$ cat src/rtl/serial_sub_ctrl.sv
// Bit-serial subtractor: one full_sub cell is stepped LSB first over WIDTH
// clocks to form a - b - bin_init. A start/busy/done handshake wraps it.

module full_sub (
  input  logic a,
  input  logic b,
  input  logic bin,
  output logic d,
  output logic bout
);
  assign d    = a ^ b ^ bin;
  assign bout = (~a & b) | (~(a ^ b) & bin);
endmodule

// state | meaning
// IDLE  | waiting for start; operands are captured on the accepting edge
// RUN   | one bit per clock through full_sub, LSB first
// DONE  | single-cycle done pulse, result registers just loaded
module serial_sub_ctrl #(
  parameter int WIDTH = 8,
  parameter int CNT_W = $clog2(WIDTH) + 1
) (
  input  logic             clk,
  input  logic             rst,
  input  logic             start,
  input  logic [WIDTH-1:0] a,
  input  logic [WIDTH-1:0] b,
  input  logic             bin_init,
  output logic             busy,
  output logic             done,
  output logic [WIDTH-1:0] diff,
  output logic             borrow_out
);

  typedef enum logic [1:0] {IDLE, RUN, DONE} state_t;

  state_t           state;
  logic [WIDTH-1:0] a_sh;
  logic [WIDTH-1:0] b_sh;
  logic [WIDTH-1:0] res_sh;
  logic             brw;
  logic [CNT_W-1:0] cnt;
  logic             fs_d;
  logic             fs_bout;

  full_sub u_full_sub (
    .a    (a_sh[0]),
    .b    (b_sh[0]),
    .bin  (brw),
    .d    (fs_d),
    .bout (fs_bout)
  );

  // Sequencer and datapath registers; the result is loaded on the same edge
  // that enters DONE so it is valid alongside the done pulse.
  always_ff @(posedge clk or posedge rst) begin
    if (rst) begin
      state      <= IDLE;
      busy       <= 1'b0;
      done       <= 1'b0;
      diff       <= '0;
      borrow_out <= 1'b0;
      a_sh       <= '0;
      b_sh       <= '0;
      res_sh     <= '0;
      brw        <= 1'b0;
      cnt        <= '0;
    end else begin
      case (state)
        IDLE: begin
          done <= 1'b0;
          if (start) begin
            a_sh  <= a;
            b_sh  <= b;
            brw   <= bin_init;
            cnt   <= '0;
            busy  <= 1'b1;
            state <= RUN;
          end
        end
        RUN: begin
          a_sh   <= a_sh >> 1;
          b_sh   <= b_sh >> 1;
          res_sh <= {fs_d, res_sh[WIDTH-1:1]};
          brw    <= fs_bout;
          cnt    <= cnt + CNT_W'(1);
          if (cnt == CNT_W'(WIDTH - 1)) begin
            diff       <= {fs_d, res_sh[WIDTH-1:1]};
            borrow_out <= fs_bout;
            busy       <= 1'b0;
            done       <= 1'b1;
            state      <= DONE;
          end
        end
        DONE: begin
          done  <= 1'b0;
          state <= IDLE;
        end
        default: begin
          busy  <= 1'b0;
          done  <= 1'b0;
          state <= IDLE;
        end
      endcase
    end
  end

endmodule

$ cat config.mk
export PLATFORM = sky130hd
export DESIGN_NAME = serial_sub_ctrl
export DESIGN_NICKNAME = d
export VERILOG_FILES = /design/src/rtl/serial_sub_ctrl.sv
export SDC_FILE = /design/constraint.sdc
export NUM_CORES = 1
export LEC_CHECK = 0
export CAP_MARGIN = 25
export CORE_MARGIN = 3
export CORE_UTILIZATION = 52
export CTS_CLUSTER_DIAMETER = 100
export DETAILED_ROUTE_END_ITERATION = 8
export PLACE_DENSITY = 0.85
export SLEW_MARGIN = 20
export SYNTH_ARGS = -nofsm -noshare
export SYNTH_HDL_FRONTEND = slang
export SYNTH_HIERARCHICAL = 1
export SYNTH_SLANG_ARGS = --single-unit
$ cat constraint.sdc
create_clock -name clk -period 2.1 [get_ports clk]
set_input_delay 0.315 -clock clk [delete_from_list [all_inputs] [get_ports clk]]
set_output_delay 0.315 -clock clk [all_outputs]
set_load 0.005 [all_outputs]
# After elaboration in Yosys (flattened, before gate mapping)
# Cells that the tools add are included.
[word_totals]
register_bits = 42
input_bits = 20
out_inout_bits = 11
wordCells = 46
[op_classes]
n_addsub = 1
eq_ne = 5
mux = 16
n_bitwise = 8
n_reduce_logical = 6
[op_table]
columns = ["operator", "n"]
rows = [
  ["$pmux W8 S2", 2],
  ["$mux W8", 2],
  ["$pmux W4 S2", 1],
  ["$reduce_and A2 Y1", 3],
  ["$mux W1", 5],
  ["$add A4 B1 Y4 const B", 1],
  ["$eq A4 B3 Y1 const B", 1],
  ["$mux W2", 2],
  ["$mux W4", 1],
  ["$ne A2 B2 Y1 const B", 2],
  ["$pmux W2 S2", 1],
  ["$not A1 Y1", 3],
  ["$pmux W1 S3", 1],
  ["$reduce_and A3 Y1", 1],
  ["$and A1 B1 Y1", 2],
  ["$eq A2 B1 Y1 const B", 1],
  ["$eq A2 B2 Y1 const B", 1],
  ["$logic_not A2 Y1", 1],
  ["$pmux W1 S2", 1],
  ["$reduce_bool A2 Y1", 1],
  ["$xor A1 B1 Y1", 2],
  ["$or A1 B1 Y1", 1],
]

# Logic depth before layout (Yosys ltp)
# Gate-level depths: netlist of run 1.
[depth]
ltp_word = 5
depth_mapped = 5
ltp_nobuf = 5

# By module
# Netlist of run 1, hierarchy kept.
[by_module_without_submodules]
columns = ["mod", "instances", "cells_each", "area_each_um2", "seq_area_each_um2"]
rows = [
  ["serial_sub_ctrl", 1, 173, 1838.0, 1026.0],
  ["full_sub", 1, 4, 31.3, 0.0],
]

# Worst setup path before layout of run 1
# Ideal clock, no wire load.
[synth_path]
kind = "flip-flop to flip-flop"
start = "register cnt[0]"
end = "register borrow_out"
setup_ns = 0.125
arrival_time_ns = 1.386
required_time_ns = 1.975
setup_slack_ns = 0.589
stages_incl_launch_ff = 6
path_buffers = 1
period_less_slack_ns = 1.511
path_cell_list = "dfrtp_1 ha_1 and3b_1 and2_4 buf_12 mux2_4"
[synth_via]
elab_chain_cells = 2
[synth_lines]
columns = ["item", "line", "text"]
rows = [
  ["from (decl)", "42", "logic [CNT_W-1:0] cnt;"],
  ["from (signal assigned)", "86", "cnt <= cnt + CNT_W'(1);"],
  ["$eq A4 B3 Y1", "87", "if (cnt == CNT_W'(WIDTH - 1)) begin"],
  ["$reduce_and A2 Y1 (no source line)", "-", ""],
  ["to (signal assigned)", "89", "borrow_out <= fs_bout;"],
  ["to (decl)", "32", "output logic borrow_out"],
]
# Every way passes these cells.
# A chain may end at the register's enable or synchronous reset.

# Worst setup path after layout of run 1
[layout_path]
start = "register cnt[0]"
end = "register diff[6]"
[layout_via]
elab_chain_cells = 2
[layout_lines]
columns = ["item", "line", "text"]
rows = [
  ["$eq A4 B3 Y1", "87", ""],
  ["$reduce_and A2 Y1 (no source line)", "-", ""],
  ["to (signal assigned)", "88", "diff <= {fs_d, res_sh[WIDTH-1:1]};"],
  ["to (decl)", "31", "output logic [WIDTH-1:0] diff,"],
]
# Every way passes these cells.

==> flow_summary.toml, run 1 <==
[sta]
holdWs_ps = 380
setup_viol = 0
worst_slew_pin_slew_ps = 516
period_needed_ps = 1620
final_max_slew_viol_count = 0
setup_slack_ps = 476
max_freq_mhz = 616
hold_viol = 0
post-route-period-util = 0.773
finalSetupTns_ps = 0
rsz0062_at_grt = "false"
relSlewSlack = 0.656
finClkSkew_ps = 8.97

[global_routing]
antenna_found_initial = 0
first_global_vias = 1432
grt_start_max_net_pins = 42
grt_pass1_wl_um = 6470
grt-ovfl-total = 0
grt.total_usage = 0.196

[power_and_ir_drop]
leakagePower_nw = 1.06
p_per_area_nw_per_um2 = 1400
p_total_mw = 3.22
ir_drop_v = 0.000722

[route]
ant_nets = 0
wire_per_inst_um = 14.4
routed-via-count = 1398
drt-total-wl_um = 3690
drt_first_pass_iters = 4
routed_via_density = 5.44
drtIter0Drc = 84
drc = 0

[yosys]
synth_xor_area_frac = 0
yosysWarnings = 6
synth_simple_gate_area_frac = 0.157
synth_edf_count = 0
synth_cells = 177
yosysUniqueCellTypes = 24
ys_seq_area_frac = 0.549
synth_ff_type = "dfrtp_1"
yosys.area_share.adder = 0.0174
synth_compound_area_frac = 0.151
synth_async_sr_flop_share = 1.00
ys_ff_latch = 41
synth_fp_nets = 199
synthMuxAreaShare = 0.0776
syn_area_per_cell_um2 = 10.6
synth_top_family_by_area = "simple AND/OR/NAND/NOR gates"
syn-cell-area_um2 = 1870

[place]
port_buffers = 30
placed_cells = 249
placed_cell_area_um2 = 2220
place_ws_ps = 373
place.gp.congestion = 0.820
dp_hpwl_um = 2640

[final_layout]
layout.nets = 232
final_area_um2 = 2300
fillerInstances = 260
finalNonFillerCells = 257
diodes = 0
drive_gt1_frac = 0.118
post-route-util = 0.679
syn_to_final_growth_pct = 23.2

[clock_tree]
post_cts_buffers = 0
cts-root-buf = "clkbuf_4"
numCtsBuffers = 5
cts_tree = "built"
clock_latency_ps = 350
htree_levels = 2
clockBufferDepth = 2
cts_resized = 0
path_clk_slew_ps = 120
cts_hold_buf = 0
clock_sinks = 41

[critical_path]
rrSetupSlack_ps = 480
crit_path_start_kind = "flop"
critical_path.max_fanout = 10
crit_slowest_cell = "dfrtp_1"
cp.arrival_ps = 1860
end_kind = "flop"
slowest_delay_ps = 420
cp_num_buf_inv = 0
crit_required_ps = 2340
path_delay_family = "simple AND/OR/NAND/NOR gates"
crit_type = "flop to flop"
cp_cell_sequence = "ha_1 -> and3b_1 -> and2_4 -> mux2_4"

[floorplanning]
fp.dieH_um = 66.0
start_util = 0.551
row_count = 21
die-area_um2 = 4350
io_pins = 31
fp.dieW_um = 66.0
core-area_um2 = 3390

[min_path]
hold_path_class = "input port to async pin"

[run]
max_cap_violations = 0

[run_status]
status = "finished, final reports clean"
layout make-up:
cell class | instances | area (um2) | share of cell area
Sequential cell | 41 | 1030 | 0.446
Inverter | 5 | 18.8 | 0.00815
Clock buffer | 7 | 55.1 | 0.0239
Multi-Input combinational cell | 119 | 754 | 0.328
Tap cell | 46 | 57.6 | 0.0250
Clock inverter | 1 | 30.0 | 0.0130
Timing Repair Buffer | 38 | 360 | 0.157
synthesized netlist by cell type, drive strengths merged (3+ instances only):
cell type / instances / area share
a21oi: 15 / 0.040
a22oi: 10 / 0.040
and3b: 6 / 0.028
buf: 6 / 0.025
clkbuf: 6 / 0.012
dfrtp: 41 / 0.55
inv: 5 / 0.010
mux2: 9 / 0.072
nand2: 33 / 0.066
nor2: 3 / 0.0060
nor2b: 12 / 0.040
o21ai: 18 / 0.048
report_power, final:
part / switching [mW] / internal [mW] / total, mW / leakage [nW]
clock: 0.246 / 0.284 / 0.531 / 0.0455
combinational: 0.590 / 0.705 / 1.29 / 0.494
sequential: 0.261 / 1.13 / 1.39 / 0.523
total: 1.10 / 2.12 / 3.22 / 1.06
cell usage in the layout (no fill, tap or decap), types with 3 or more instances in the layout:
| cell type | Yosys | routed |
|---|---|---|
| inv_1 | 5 | 5 |
| mux2_4 | 9 | 9 |
| nand2_1 | 33 | 33 |
| a22oi_1 | 10 | 10 |
| o21ai_0 | 18 | 18 |
| clkbuf_4 | 0 | 5 |
| a21oi_1 | 15 | 15 |
| nor2b_1 | 12 | 12 |
| buf_4 | 1 | 8 |
| nor2_1 | 3 | 3 |
| dfrtp_1 | 41 | 41 |
| and3b_1 | 6 | 6 |
| clkdlybuf4s50_1 | 0 | 30 |
worst min-delay path: stages:
cell and delay, ps:
clkdlybuf4s50_1 390, inv_1 50, buf_4 430
cells by family after synthesis:
family / Yosys count
compound gates: 48
fa+ha+maj: 2
buf+inv: 17
flops: 41
mux: 10
simple gates: 59
metal layers:
layer,wire (um),part of all wire,global-route usage
met5,0,0,0
met4,57,0.015,0.0609
met3,201,0.054,0.0476
met2,1860,0.50,0.327
met1,1570,0.43,0.252
state kept, by name, summed over array words and instances (netlist names):
signal	count
cnt	4
a_sh	8
diff	8
borrow_out	1
b_sh	8
brw	1
done	1
busy	1
state	2
res_sh	7
final timing paths:
check / from / endpoint / depth (start not counted)
worst min register to register: a_sh[5]$_DFFE_PP0P_ / a_sh[5]$_DFFE_PP0P_ / 2
worst min-delay path: rst / diff[0]$_DFFE_PP0P_ / 3
worst max register to register: cnt[0]$_DFFE_PP0P_ / diff[6]$_DFFE_PP0P_ / 4
min in group clk: a_sh[5]$_DFFE_PP0P_ / a_sh[5]$_DFFE_PP0P_ / 2
max in group asynchronous: rst / b_sh[2]$_DFFE_PP0P_ / 3
worst max-delay path: cnt[0]$_DFFE_PP0P_ / diff[6]$_DFFE_PP0P_ / 4
No activity file was read; power rests on OpenSTA's default activity.
==> inputs of run 2 (changes only) <==
CORE_UTILIZATION = 47   (was 52)
PLACE_DENSITY = 0.82   (was 0.85)
clock period = 1.31 ns   (was 2.1 ns; I/O delays follow)
==> run 2 against run 1 <==
Against the previous run:
- the run now ends with setup timing left
- final cell count increased by 9.7%
- die area increased by 9.7%
- sequential share of layout area decreased by 4.1 points
- clock skew decreased by 4.6 ps
- design area increased by 10%
- register-to-register slack got worse by 560 ps
- critical path depth unchanged
- worst hold slack got worse by 110 ps
- maximum frequency increased by 17%
- clock power increased by 55%
- sequential power increased by 55%
- critical endpoint is now diff[2]$_DFFE_PP0P_
- largest power group is now combinational logic
==> flow_summary.toml, run 2 (same netlist as run 1, synthesis figures left out) <==
[run_status]
status = "finished, violations left"
violations = "setup timing"

[clock_tree]
numCtsBuffers = 5
clockBufferDepth = 2
clock_sinks = 41
cts-root-buf = "clkbuf_8"
clock_latency_ps = 290
htree_levels = 2
path_clk_slew_ps = 70
cts_hold_buf = 0
cts_tree = "built"

[power_and_ir_drop]
p_per_area_nw_per_um2 = 2190
leakagePower_nw = 1.23
power_frac_seq = 0.388
swShare = 0.340
p_int_mw = 3.67
power_frac_clock = 0.148
switching_power_mw = 1.89
p_comb_frac = 0.465
ir_drop_v = 0.000966
p_total_mw = 5.57

[sta]
relSlewSlack = 0.802
worst_slew_pin_slew_ps = 293
rsz0062_at_grt = "true"
setup_slack_ps = -83.0
finalSetupTns_ps = -627
hold_viol = 0
holdWs_ps = 268
setup_viol = 9
post-route-period-util = 1.06
final_max_slew_viol_count = 0
finClkSkew_ps = 4.39
period_needed_ps = 1390
max_freq_mhz = 718

[place]
place.gp.congestion = 0.791
place_ws_ps = -113
port_buffers = 30
dp_hpwl_um = 2590
placed_cells = 261
placed_cell_area_um2 = 2310

[route]
drt-total-wl_um = 4030
drtIter0Drc = 109
drt_first_pass_iters = 4
wl_met1_um = 1710
ant_nets = 0
wl_met3_um = 210
routed_via_density = 5.23
routed-via-count = 1474
highest_layer = "met4"
met2WireLength_um = 2060
drc = 0
wire_per_inst_um = 14.3

[floorplanning]
fp.dieH_um = 69.1
start_util = 0.499
row_count = 22
io_pins = 31
core-area_um2 = 3740
fp.dieW_um = 69.1
die-area_um2 = 4770

[critical_path]
path_delay_family = "flip-flops"
r2r-end = "diff[2]$_DFFE_PP0P_"
cp.arrival_ps = 1570
critical_path.max_fanout = 5
cp_cell_sequence = "ha_2 -> and3b_2 -> and2_4 -> mux2_4"
crit_path_start_kind = "flop"
crit_type = "flop to flop"
reg2regPathDepth = 4
r2r_start = "cnt[1]$_DFFE_PP0P_"
end_kind = "flop"
slowest_delay_ps = 390
rrSetupSlack_ps = -80
crit_slowest_cell = "dfrtp_1"
cp_num_buf_inv = 0
crit_required_ps = 1490

[min_path]
hold_path_class = "input port to async pin"

[final_layout]
multiInputGateArea_um2 = 773
regArea_um2 = 1030
diodes = 0
layout.nets = 256
post-route-util = 0.678
mostFrequentLayoutCells = "dfrtp_1, nand2_1, buf_4"
finalNonFillerCells = 282
largestRegisters = "a_sh (8), b_sh (8), diff (8)"
final_area_um2 = 2540
drive_gt1_frac = 0.226
syn_to_final_growth_pct = 35.8
fillerInstances = 290
final_common_cell = "dfrtp_1"

[global_routing]
grt.total_usage = 0.176
first_global_vias = 1498
grt-ovfl-total = 0
antenna_found_initial = 0
grt_start_max_net_pins = 42
grt_pass1_wl_um = 6860

[run]
max_cap_violations = 0
-- run 2: changes by cell type in the layout (fill, tap and decap cells not counted), moves of 3 or more --
cell,before,now
buf_4,8,25
clkdlybuf4s50_1,30,19
dlygate4sd2_1,0,11
clkbuf_4,5,0
clkbuf_8,1,6
buf_6,0,3
-- run 2: tightest hold or removal path, stage by stage --
cell             delay [ps]
clkdlybuf4s50_1         400
inv_1                   100
buf_12                  240
-- run 2: final cells by class --
type                       count  share of cell area
sequential                    41               0.405
multi-input combinational    120               0.305
timing repair buffer          61               0.226
clock buffer                   7              0.0340
tap                           48              0.0237
inverter                       5             0.00739
-- run 2: per-layer routing --
layer | global-route usage | vias up
met3 | 0.0481 | 7
met2 | 0.296 | 35
met4 | 0.0521 | 0
li1 | - | 714
met1 | 0.220 | 718
met5 | 0 | -
-- run 2: what timing repair did --
action	CTS	global route
cloned	1	1
gates resized for setup	12	9
setup endpoints to repair	20	25
setup buffers	10	2
-- run 2: how the worst max path moves through the flow --
| stage | depth (start not counted) | from | slack (ps) | endpoint |
|---|---|---|---|---|
| 6_report | 4 | cnt[1]$_DFFE_PP0P_ | -80 | diff[2]$_DFFE_PP0P_ |
| 3_3_place_gp | 4 | cnt[1]$_DFFE_PP0P_ | -70 | diff[7]$_DFFE_PP0P_ |
| 4_1_cts | 4 | cnt[1]$_DFFE_PP0P_ | -90 | diff[2]$_DFFE_PP0P_ |
| 3_5_place_dp | 5 | start | -110 | b_sh[4]$_DFFE_PP0P_ |
| 5_1_grt | 4 | cnt[1]$_DFFE_PP0P_ | -110 | diff[2]$_DFFE_PP0P_ |
| 2_1_floorplan | 5 | cnt[1]$_DFFE_PP0P_ | -140 | borrow_out$_DFFE_PP0P_ |
-- run 2: power groups by stage --
| stage | Clock, mW | Combinational, mW | Sequential (mW) |
|---|---|---|---|
| final | 0.823 | 2.59 | 2.16 |
| after global routing | 0.891 | 2.87 | 2.24 |
| after CTS | 0.841 | 2.48 | 2.15 |
| after detailed placement | 0 | 2.37 | 2.19 |
| after global placement | 0 | 2.24 | 2.15 |
| after floorplan | 0 | 1.46 | 2.14 |
